### src/rtl/mult_share_pkg.sv
// Shared constants for the mult_share_ctrl block: operand/product widths,
// controller state encoding and requester indices.
package mult_share_pkg;

  localparam int W  = 4;
  localparam int PW = 2 * W;

  typedef enum logic [1:0] {
    IDLE = 2'd0,
    MUL  = 2'd1,
    HOLD = 2'd2
  } state_e;

  localparam logic REQ0 = 1'b0;
  localparam logic REQ1 = 1'b1;

endpackage

### src/rtl/mult_share_arb.sv
// Two-requester arbiter for mult_share_ctrl. Round-robin on ties by default;
// MULT_SHARE_FIXED_PRIO_EN makes requester 0 win every tie.
module mult_share_arb
  import mult_share_pkg::*;
(
  input  logic v0_i,
  input  logic v1_i,
  input  logic last_i,
  output logic grant_o
);

`ifdef MULT_SHARE_FIXED_PRIO_EN
  // History is still tracked by the controller but has no say here.
  logic unused_last;
  assign unused_last = last_i;

  always_comb begin
    grant_o = REQ0;
    if (!v0_i && v1_i) grant_o = REQ1;
  end
`else
  always_comb begin
    grant_o = REQ0;
    if (v0_i && v1_i)  grant_o = ~last_i;
    else if (v1_i)     grant_o = REQ1;
  end
`endif

endmodule

### src/rtl/multiplier.sv
// Combinational unsigned 4x4 -> 8 multiplier shared by mult_share_ctrl.
module multiplier (
  output logic [7:0] P,
  input  logic [3:0] A,
  input  logic [3:0] B
);

  assign P = A * B;

endmodule

### src/rtl/mult_share_ctrl.sv
// Shares one combinational multiplier between two valid/ready requesters.
// Tie policy selectable via MULT_SHARE_FIXED_PRIO_EN (see mult_share_arb).
module mult_share_ctrl
  import mult_share_pkg::*;
#(
  parameter int W  = mult_share_pkg::W,
  parameter int PW = mult_share_pkg::PW
) (
  input  logic          clk,
  input  logic          rst,
  input  logic          req0_valid,
  output logic          req0_ready,
  input  logic [W-1:0]  req0_a,
  input  logic [W-1:0]  req0_b,
  output logic          res0_valid,
  input  logic          res0_ready,
  output logic [PW-1:0] res0_p,
  input  logic          req1_valid,
  output logic          req1_ready,
  input  logic [W-1:0]  req1_a,
  input  logic [W-1:0]  req1_b,
  output logic          res1_valid,
  input  logic          res1_ready,
  output logic [PW-1:0] res1_p,
  output logic          busy
);

  state_e        state_q, state_d;
  logic [W-1:0]  a_q, a_d, b_q, b_d;
  logic [PW-1:0] p_q, p_d;
  logic          owner_q, owner_d;
  logic          last_q, last_d;
  logic          grant;
  logic [PW-1:0] mult_p;

  mult_share_arb u_arb (
    .v0_i    (req0_valid),
    .v1_i    (req1_valid),
    .last_i  (last_q),
    .grant_o (grant)
  );

  multiplier u_mult (
    .P (mult_p),
    .A (a_q),
    .B (b_q)
  );

  always_comb begin
    state_d    = state_q;
    a_d        = a_q;
    b_d        = b_q;
    p_d        = p_q;
    owner_d    = owner_q;
    last_d     = last_q;
    req0_ready = 1'b0;
    req1_ready = 1'b0;
    case (state_q)
      IDLE: begin
        req0_ready = !rst && (grant == REQ0) && req0_valid;
        req1_ready = !rst && (grant == REQ1) && req1_valid;
        if (req0_ready || req1_ready) begin
          a_d     = (grant == REQ1) ? req1_a : req0_a;
          b_d     = (grant == REQ1) ? req1_b : req0_b;
          owner_d = grant;
          state_d = MUL;
        end
      end
      MUL: begin
        p_d     = mult_p;
        state_d = HOLD;
      end
      HOLD: begin
        if ((owner_q == REQ1) ? res1_ready : res0_ready) begin
          last_d  = owner_q;
          state_d = IDLE;
        end
      end
      default: state_d = IDLE;
    endcase
  end

  always_ff @(posedge clk) begin
    if (rst) begin
      state_q <= IDLE;
      a_q     <= '0;
      b_q     <= '0;
      p_q     <= '0;
      owner_q <= REQ0;
      last_q  <= REQ1;
    end else begin
      state_q <= state_d;
      a_q     <= a_d;
      b_q     <= b_d;
      p_q     <= p_d;
      owner_q <= owner_d;
      last_q  <= last_d;
    end
  end

  // Product goes to both channels; only the owner's valid qualifies it.
  assign res0_valid = (state_q == HOLD) && (owner_q == REQ0);
  assign res1_valid = (state_q == HOLD) && (owner_q == REQ1);
  assign res0_p     = p_q;
  assign res1_p     = p_q;
  assign busy       = (state_q != IDLE);

endmodule

### config.mk
export PLATFORM = sky130hd
export DESIGN_NAME = mult_share_ctrl
export DESIGN_NICKNAME = d
export VERILOG_FILES = /design/src/rtl/mult_share_pkg.sv /design/src/rtl/mult_share_arb.sv /design/src/rtl/multiplier.sv /design/src/rtl/mult_share_ctrl.sv
export SDC_FILE = /design/constraint.sdc
export NUM_CORES = 1
export LEC_CHECK = 0
export CAP_MARGIN = 20
export CELL_PAD_IN_SITES_DETAIL_PLACEMENT = 1
export CELL_PAD_IN_SITES_GLOBAL_PLACEMENT = 2
export CORE_UTILIZATION = 30
export CTS_CLUSTER_SIZE = 28
export DETAILED_ROUTE_END_ITERATION = 16
export HOLD_SLACK_MARGIN = 0.08
export PLACE_DENSITY = 0.88
export SYNTH_ARGS = -nofsm -noshare
export SYNTH_HDL_FRONTEND = slang
export SYNTH_SLANG_ARGS = --single-unit
### constraint.sdc
create_clock -name clk -period 5.6 [get_ports clk]
set_input_delay 1.12 -clock clk [delete_from_list [all_inputs] [get_ports clk]]
set_output_delay 1.12 -clock clk [all_outputs]
set_load 0.03 [all_outputs]
==> out/qor_table.md, run 1 <==
| Result | Value |
|---|---|
| Horizontal die dimension | 71.05 um |
| Final standard cell count with taps included and fillers excluded | 236 |
| Transition time at the pin with the least slew margin | 705.5 ps |
| Buffers added on ports | 42 |
| Gr usage total | 0.1514 |
| Remaining Overflow, GRT | 0 |
| Synthesized instance count | 152 |
| NetSw | 0.1253 mW |
| Met2 track utilization from global routing | 0.2895 |
| Total Routed Length | 3483 um |
| Maximum clock frequency | 234.8 MHz |
| Simple-gate area share of the yosys netlist | 0.1942 |
| Number of inserted diodes | 0 |
| Kind of capture point of the worst setup path | primary output |
| Number of gates resized after cts | 0 |
| Total via count after detailed routing | 1199 |
| Number of distinct library cell variants in the gate-level netlist after synthesis | 37 |
| Failing checks | DRC |
| Shortest clock period the worst path allows after layout | 4259 ps |
| Final count of hold timing violations | 0 |
| Row cnt | 24 |
| Count of hold buffers inserted by post-cts repair | 0 |
| Total setup buffers inserted after CTS | 0 |
| Summed negative setup slack over all endpoints | 0 ps |
| Floorplan die area | 0.005047 mm2 |
| Worst-case headroom to the max-slew limit | 0.5268 |
| Synthesized flop and latch total | 20 |
| TritonRoute pass-1 iters | 12 |
| Period Utilization, post-route | 0.7606 |
| Crit path cell chain | clkdlybuf4s50_1, buf_4, nor3_2, and3_1, clkdlybuf4s50_1 |
| Residual DRC | 3 |
| Antenna violations before repair | 0 |
| Clock buffers created by TritonCTS | 3 |
| Multi-input gate area | 893.4 um2 |
| Synth top area cells | sky130_fd_sc_hd__dfxtp_1 28%, sky130_fd_sc_hd__ha_1 10%, sky130_fd_sc_hd__a211oi_2 7.0% |
| Post-synthesis async set-or-reset flop share | 0 |
| Global routing usage on met3 | 0.02849 |
| Number of global-route vias before repair | 1295 |
| Clock sink count | 20 |
| Top_reg_cell synth | sky130_fd_sc_hd__dfxtp_1 |
| Share of cell area taken by muxes after synthesis | 0.06299 |
| First-pass GRT wire length | 6003 um |
| Count of endpoints failing setup in the final report | 0 |
| Sequential area share after synthesis | 0.2800 |
| RSZ-0062 raised after global routing | no |
| Maximum cell stage delay along the critical path | 670 ps |
| Combinational family with the most area after synthesis | compound AO/OA/AOI/OAI gates |
| Post-synth EDFFs | 0 |
| Number of maximum-capacitance violations | 0 |
| CTS tree | done |
| Yosys warns | 0 |
| Critical path type | in2out |
| Global placement routability congestion | 0.7308 |
| Worst setup endpoint | req0_ready |
| Vertical extent of the die | 71.05 um |
| Layout overhead on the synthesized area | 31.23% |
| Worst vdd ir | 73.43 uV |
| Endpoint required time on the critical path | 4480 ps |
| Syn Area/Cell | 9.409 um2 |
| Root buf cell | sky130_fd_sc_hd__clkbuf_8 |
| Clock transition at the register clock pins on the worst setup and hold paths after CTS | 80 ps |
| Part of the power in the clock network | 0.354 |
| Minimum setup slack among reg-to-reg paths | 2550 ps |
| Internal Pwr Total | 0.2998 mW |
| Result of the run | complete, but fails checks |
| Destination of the worst register-to-register timing path | res0_p[7] |
| Cell type contributing the most total cell area after synthesis | sky130_fd_sc_hd__dfxtp_1 |
| Worst-skew pair later-pin latency | 270 ps |
| Static leakage | 0.7767 nW |
| Worst hold margin | 471.0 ps |
| Layout cells sized above 1 | 0.1087 |
| Crit path top cell by count | sky130_fd_sc_hd__clkdlybuf4s50_1 |
| Crit Reg-Reg Startpoint | a_q[0] |
| Power Total | 0.4251 mW |
| Initial Util | 0.3196 |
| Fraction of synthesized cell area taken by the top area cell type | 0.2800 |
| Pin count of the biggest net entering global routing | 22 |
| Part of the power in combinational logic | 0.255 |
| Sequential Area | 400.4 um2 |
| Placed wire-length estimate | 2658 um |
| Buffer levels on the longest clock path | 2 |
| Fill cell count | 518 |
| Worst setup skew after layout | 8.901 ps |
| Fraction of synthesized cell area in xor and xnor cells | 0.006124 |
| Max Slew Vio Count | 0 |
| GR Util met1 | 0.1708 |
| Most frequent cells after synthesis | 20 x sky130_fd_sc_hd__dfxtp_1, 18 x sky130_fd_sc_hd__a21oi_1, 14 x sky130_fd_sc_hd__and2_1 |
| Total number of nets in the final design | 223 |
| Sequential group share of total power | 0.391 |
| Top-count cell post-synth | sky130_fd_sc_hd__dfxtp_1 |
| Switching share of power | 0.2948 |
| DR vias/cell | 5.081 |
| Net count after synthesis | 190 |
| Adder-Cell Fraction of Synth Area | 0.1610 |
| Highest net fanout along the worst path | 21 |
| Library cell contributing the largest single delay on the critical path | sky130_fd_sc_hd__clkdlybuf4s50_1 |
| Critical Path Start Type | input port |
| Start point of the critical path | rst |
| Power per standard cell area | 226.5 mW/mm2 |
| R2R cell count | 8 |
| Area fraction in compound gates after synthesis | 0.2003 |
| Number of nets with antenna violations after routing | 0 |
| Violation count after the first detailed-route iteration | 40 |
| Number of instances in the placed design | 232 |
| Netlist Area Pre-Place | 0.001430 mm2 |
| Worst min-delay path category | reg2reg |
| Critical path data arrival time | 3140 ps |
| Count of H-tree levels built during CTS | 1 |
| Placeable Area | 0.004474 mm2 |
| Ports placed on the boundary | 43 |
| Avg WL per Cell | 14.76 um |
| Busiest layer in global routing | met2 |
[flip-flops by register name (all words and copies together), names as in the netlist]
name and count:
owner_q 1, res0_p 8, b_q 4, a_q 4
state_q 2, last_q 1
[layer usage]
metal / routed length (um) / vias up
li1: - / 596
met1: 1533 / 567
met2: 1770 / 31
met3: 145 / 5
met4: 34 / 0
met5: 0 / -
[kinds of logic (layout without fill, tap and decap cells)]
family	after synthesis	after routing
AOI/OAI and AO/OA	37	37
xor gates and xnor gates	1	1
adders and majority gates	16	16
buffers and inverters	20	52
DFF	20	20
muxes	9	9
and+or+nand+nor	49	49
[power groups by stage]
stage	registers [mW]	clock network (mW)	logic (mW)
final	0.166	0.150	0.108
after global routing	0.168	0.156	0.118
after CTS	0.166	0.151	0.110
after detailed placement	0.169	0	0.108
after global placement	0.169	0	0.104
after floorplan	0.169	0	0.0716
[layout by cell type, fill, tap and decap left out, drive strengths merged]
cell type / count
nand3: 5
nand3b: 2
xnor2: 1
o2111ai: 2
o311ai: 1
bufinv: 1
a21bo: 1
clkdlybuf4s50: 42
nand2: 10
a21oi: 18
o211ai: 1
clkbuf: 3
nand2b: 1
nor2b: 2
buf: 1
inv: 5
nor2: 3
or3: 1
fa: 4
o21ai: 2
nor3: 3
dfxtp: 20
a211oi: 10
mux2i: 9
and2b: 2
o221ai: 1
nand4: 1
a2111o: 1
and2: 14
ha: 12
nor3b: 1
or2: 3
and3: 1
[worst min-delay path by stage]
stage | from | endpoint | slack (ps) | cells after the start
global placement | res0_p[3] | res0_p[3] | 460 | 2
finish | res0_p[0] | res0_p[0] | 470 | 2
floorplan | a_q[0] | res0_p[0] | 480 | 2
CTS | res0_p[0] | res0_p[0] | 470 | 2
global route | res0_p[0] | res0_p[0] | 490 | 2
detailed placement | res0_p[0] | res0_p[0] | 460 | 2
[stage by stage]
stage / utilization / setup slack, ps / instance area (um2)
after CTS: 0.4195 / 1341 / 1877
after global placement: 0.4035 / 1433 / 1805
after detailed placement: 0.4035 / 1362 / 1805
final: 0.4195 / 1341 / 1877
after global routing: 0.4195 / 1214 / 1877
after floorplan: - / 2310 / 1430
[cell type report]
type | count | area share
Multi-Input combinational cell | 112 | 0.4760
Tap cell | 52 | 0.03467
Timing Repair Buffer | 43 | 0.2280
Inverter | 5 | 0.01000
Sequential cell | 20 | 0.2133
Clock inverter | 1 | 0.01600
Clock buffer | 3 | 0.02200
[critical path, delay by kind of cell]
| family | cells | cell delay (ps) |
|---|---|---|
| buf+inv | 3 | 1290 |
| simple gates | 2 | 710 |
No activity file was read; power rests on OpenSTA's default activity.
==> run 2, diff against run 1 <==
--- a/config.mk
+++ b/config.mk
@@ -8,11 +8,11 @@
 export CAP_MARGIN = 20
 export CELL_PAD_IN_SITES_DETAIL_PLACEMENT = 1
 export CELL_PAD_IN_SITES_GLOBAL_PLACEMENT = 2
-export CORE_UTILIZATION = 30
+export CORE_UTILIZATION = 28
 export CTS_CLUSTER_SIZE = 28
 export DETAILED_ROUTE_END_ITERATION = 16
 export HOLD_SLACK_MARGIN = 0.08
-export PLACE_DENSITY = 0.88
+export PLACE_DENSITY = 0.83
 export SYNTH_ARGS = -nofsm -noshare
 export SYNTH_HDL_FRONTEND = slang
 export SYNTH_SLANG_ARGS = --single-unit
==> constraint.sdc (replaced) <==
create_clock -name clk -period 4.3 [get_ports clk]
set_input_delay 0.86 -clock clk [delete_from_list [all_inputs] [get_ports clk]]
set_output_delay 0.86 -clock clk [all_outputs]
set_load 0.03 [all_outputs]
==> run 2 against run 1 <==
  * Final cell count up 6.4%
  * Flip-flop and latch count unchanged
  * Die area is 6.9% higher
  * Sequential share of layout area shrank 0.21 points
  * Sequential power is 30% higher
  * Core utilization shrank 2.6 points
  * Cell area rose by 1.0%
  * The run now ends clean
==> out/qor_table.md, run 2 (synthesis results as in run 1) <==
| Result | Value | Delta |
|---|---|---|
| Number of gates resized after cts | 0 | unchanged |
| Fill cell count | 577 | was 518 |
| NetSw | 0.1574 mW | was 0.1253 mW |
| Vertical extent of the die | 73.47 um | was 71.05 um |
| Post-Place Worst Slack | 761.5 ps | was 1362 ps |
| Most common library cell in the layout ignoring fill and taps | sky130_fd_sc_hd__clkdlybuf4s50_1 | unchanged |
| Result of the run | finished clean | was complete, but fails checks |
| Buffers added on ports | 42 | unchanged |
| Total setup buffers inserted after CTS | 0 | unchanged |
| Worst-case headroom to the max-slew limit | 0.5909 | was 0.5268 |
| Global placement routability congestion | 0.7490 | was 0.7308 |
| TritonRoute pass-1 iters | 4 | was 12 |
| Number of global-route vias before repair | 1196 | was 1295 |
| GR Util met1 | 0.1597 | was 0.1708 |
| Worst vdd ir | 130.0 uV | was 73.43 uV |
| Final count of hold timing violations | 0 | unchanged |
| Worst min-delay path category | reg2reg | unchanged |
| Remaining Overflow, GRT | 0 | unchanged |
| Clock transition at the register clock pins on the worst setup and hold paths after CTS | 80 ps | about the same |
| Kind of capture point of the worst setup path | primary output | unchanged |
| Critical path data arrival time | 2660 ps | was 3140 ps |
| Buffer levels on the longest clock path | 2 | unchanged |
| Area after detailed placement | 0.001824 mm2 | was 0.001805 mm2 |
| Most frequent cells in the layout | 42 x sky130_fd_sc_hd__clkdlybuf4s50_1, 20 x sky130_fd_sc_hd__dfxtp_1, 18 x sky130_fd_sc_hd__a21oi_1, 14 x sky130_fd_sc_hd__and2_1, 12 x sky130_fd_sc_hd__ha_1 | unchanged |
| Total number of nets in the final design | 223 | unchanged |
| Endpoint required time on the critical path | 3440 ps | was 4480 ps |
| Placed wire-length estimate | 2532 um | was 2658 um |
| Clock buffers created by TritonCTS | 3 | unchanged |
| Count of H-tree levels built during CTS | 1 | unchanged |
| RSZ-0062 raised after global routing | no | unchanged |
| Summed negative setup slack over all endpoints | 0 ps | unchanged |
| Transition time at the pin with the least slew margin | 610.0 ps | was 705.5 ps |
| Max reg flops | 8 | unchanged |
| Floorplan die area | 0.005397 mm2 | was 0.005047 mm2 |
| Number of nets with antenna violations after routing | 0 | unchanged |
| Power per standard cell area | 288.6 mW/mm2 | was 226.5 mW/mm2 |
| Count of hold buffers inserted by post-cts repair | 0 | unchanged |
| Ports placed on the boundary | 43 | unchanged |
| Clock sink count | 20 | unchanged |
| Antenna violations before repair | 0 | unchanged |
| Internal Pwr Total | 0.3897 mW | was 0.2998 mW |
| Root buf cell | sky130_fd_sc_hd__clkbuf_8 | unchanged |
| Setup slack after layout | 777.1 ps | was 1341 ps |
| CTS tree | done | unchanged |
| Violation count after the first detailed-route iteration | 25 | was 40 |
| Total Routed Length | 3230 um | was 3483 um |
| Period Utilization, post-route | 0.8193 |  |
| Total via count after detailed routing | 1168 | was 1199 |
| Avg WL per Cell | 12.87 um | was 14.76 um |
| Initial Util | 0.2969 | was 0.3196 |
| Final standard cell count with taps included and fillers excluded | 251 | was 236 |
| Number of maximum-capacitance violations | 0 | unchanged |
| Met2 track utilization from global routing | 0.2130 | was 0.2895 |
| Worst setup skew after layout | 2.166 ps | was 8.901 ps |
| Busiest layer in global routing | met2 | unchanged |
| Maximum clock frequency | 283.9 MHz |  |
| Horizontal die dimension | 73.47 um | was 71.05 um |
| Sequential group share of total power | 0.393 | was 0.391 |
| Placeable Area | 0.004817 mm2 | was 0.004474 mm2 |
| Critical Path Start Type | input port | unchanged |
| Part of the power in combinational logic | 0.253 | was 0.255 |
| Residual DRC | 0 | was 3 |
| Count of endpoints failing setup in the final report | 0 | unchanged |
| Layout overhead on the synthesized area | 32.55% | was 31.23% |
| DR vias/cell | 4.653 | was 5.081 |
| Number of instances in the placed design | 247 | was 232 |
| First-pass GRT wire length | 5292 um | was 6003 um |
| Part of the power in the clock network | 0.353 | was 0.354 |
| Worst-skew pair later-pin latency | 260 ps | was 270 ps |
| Area of all placed cells without fillers | 0.001896 mm2 | was 0.001877 mm2 |
| Gr usage total | 0.1247 | was 0.1514 |
| Layout cells sized above 1 | 0.1087 | unchanged |
| Pin count of the biggest net entering global routing | 21 | was 22 |
| Row cnt | 25 | was 24 |
| Switching share of power | 0.2877 | was 0.2948 |
| Shortest clock period the worst path allows after layout | 3523 ps |  |
| Critical path type | in2out | unchanged |
| Static leakage | 0.7767 nW | unchanged |
| Highest net fanout along the worst path | 10 | was 21 |
| Max Slew Vio Count | 0 | unchanged |
| Global routing usage on met3 | 0.02469 | was 0.02849 |
| Number of inserted diodes | 0 | unchanged |
| Power Total | 0.5471 mW | was 0.4251 mW |
==> run 2: cell counts in the layout (fill, tap and decap cells not counted) <==
Identical to the previous run, type by type.
==> run 2: worst paths after layout <==
| path | to | start | slack (ps) | depth (start not counted) |
|---|---|---|---|---|
| hold reg to reg | res0_p[3] | res0_p[3] | 470 | 2 |
| setup reg to reg | res0_p[7] | a_q[0] | 1390 | 8 |
| hold / removal | res0_p[3] | res0_p[3] | 470 | 2 |
| setup / recovery | req0_ready | rst | 780 | 4 |
==> run 2: power groups by stage <==
| stage | Combinational [mW] | Clock (mW) | Sequential [mW] |
|---|---|---|---|
| CTS | 0.141 | 0.198 | 0.216 |
| global route | 0.151 | 0.204 | 0.218 |
| floorplan | 0.0932 | 0 | 0.221 |
| finish | 0.139 | 0.193 | 0.215 |
| detailed placement | 0.139 | 0 | 0.220 |
| global placement | 0.137 | 0 | 0.220 |
==> run 2: layout make-up <==
type / count / area (um2) / share of cell area
inverter: 5 / 18.77 / 0.009901
sequential: 20 / 400.4 / 0.2112
timing repair buffer: 43 / 427.9 / 0.2257
clock buffer: 3 / 41.29 / 0.02178
clock inverter: 1 / 30.03 / 0.01584
tap: 67 / 83.83 / 0.04422
multi-input combinational: 112 / 893.4 / 0.4713
==> run 2: critical path, stage by stage <==
cell,delay (ps)
sky130_fd_sc_hd__clkdlybuf4s50_1,450
sky130_fd_sc_hd__nor3_2,450
sky130_fd_sc_hd__and3_1,230
sky130_fd_sc_hd__clkdlybuf4s50_1,670
==> run 2: routing by layer <==
layer  share of wire  vias up  routed length [um]
li1                -      598                   -
met1            0.49      533                1579
met2            0.45       35                1469
met3           0.051        2                 165
met4          0.0046        0                  15
met5               0        -                   0
==> run 2: metrics by stage <==
step                utilization  hold slack, ps
floorplan                     -           477.1
global placement         0.3787           457.8
detailed placement       0.3787           462.9
CTS                      0.3935           475.0
global route             0.3935           499.9
finish                   0.3935           468.5
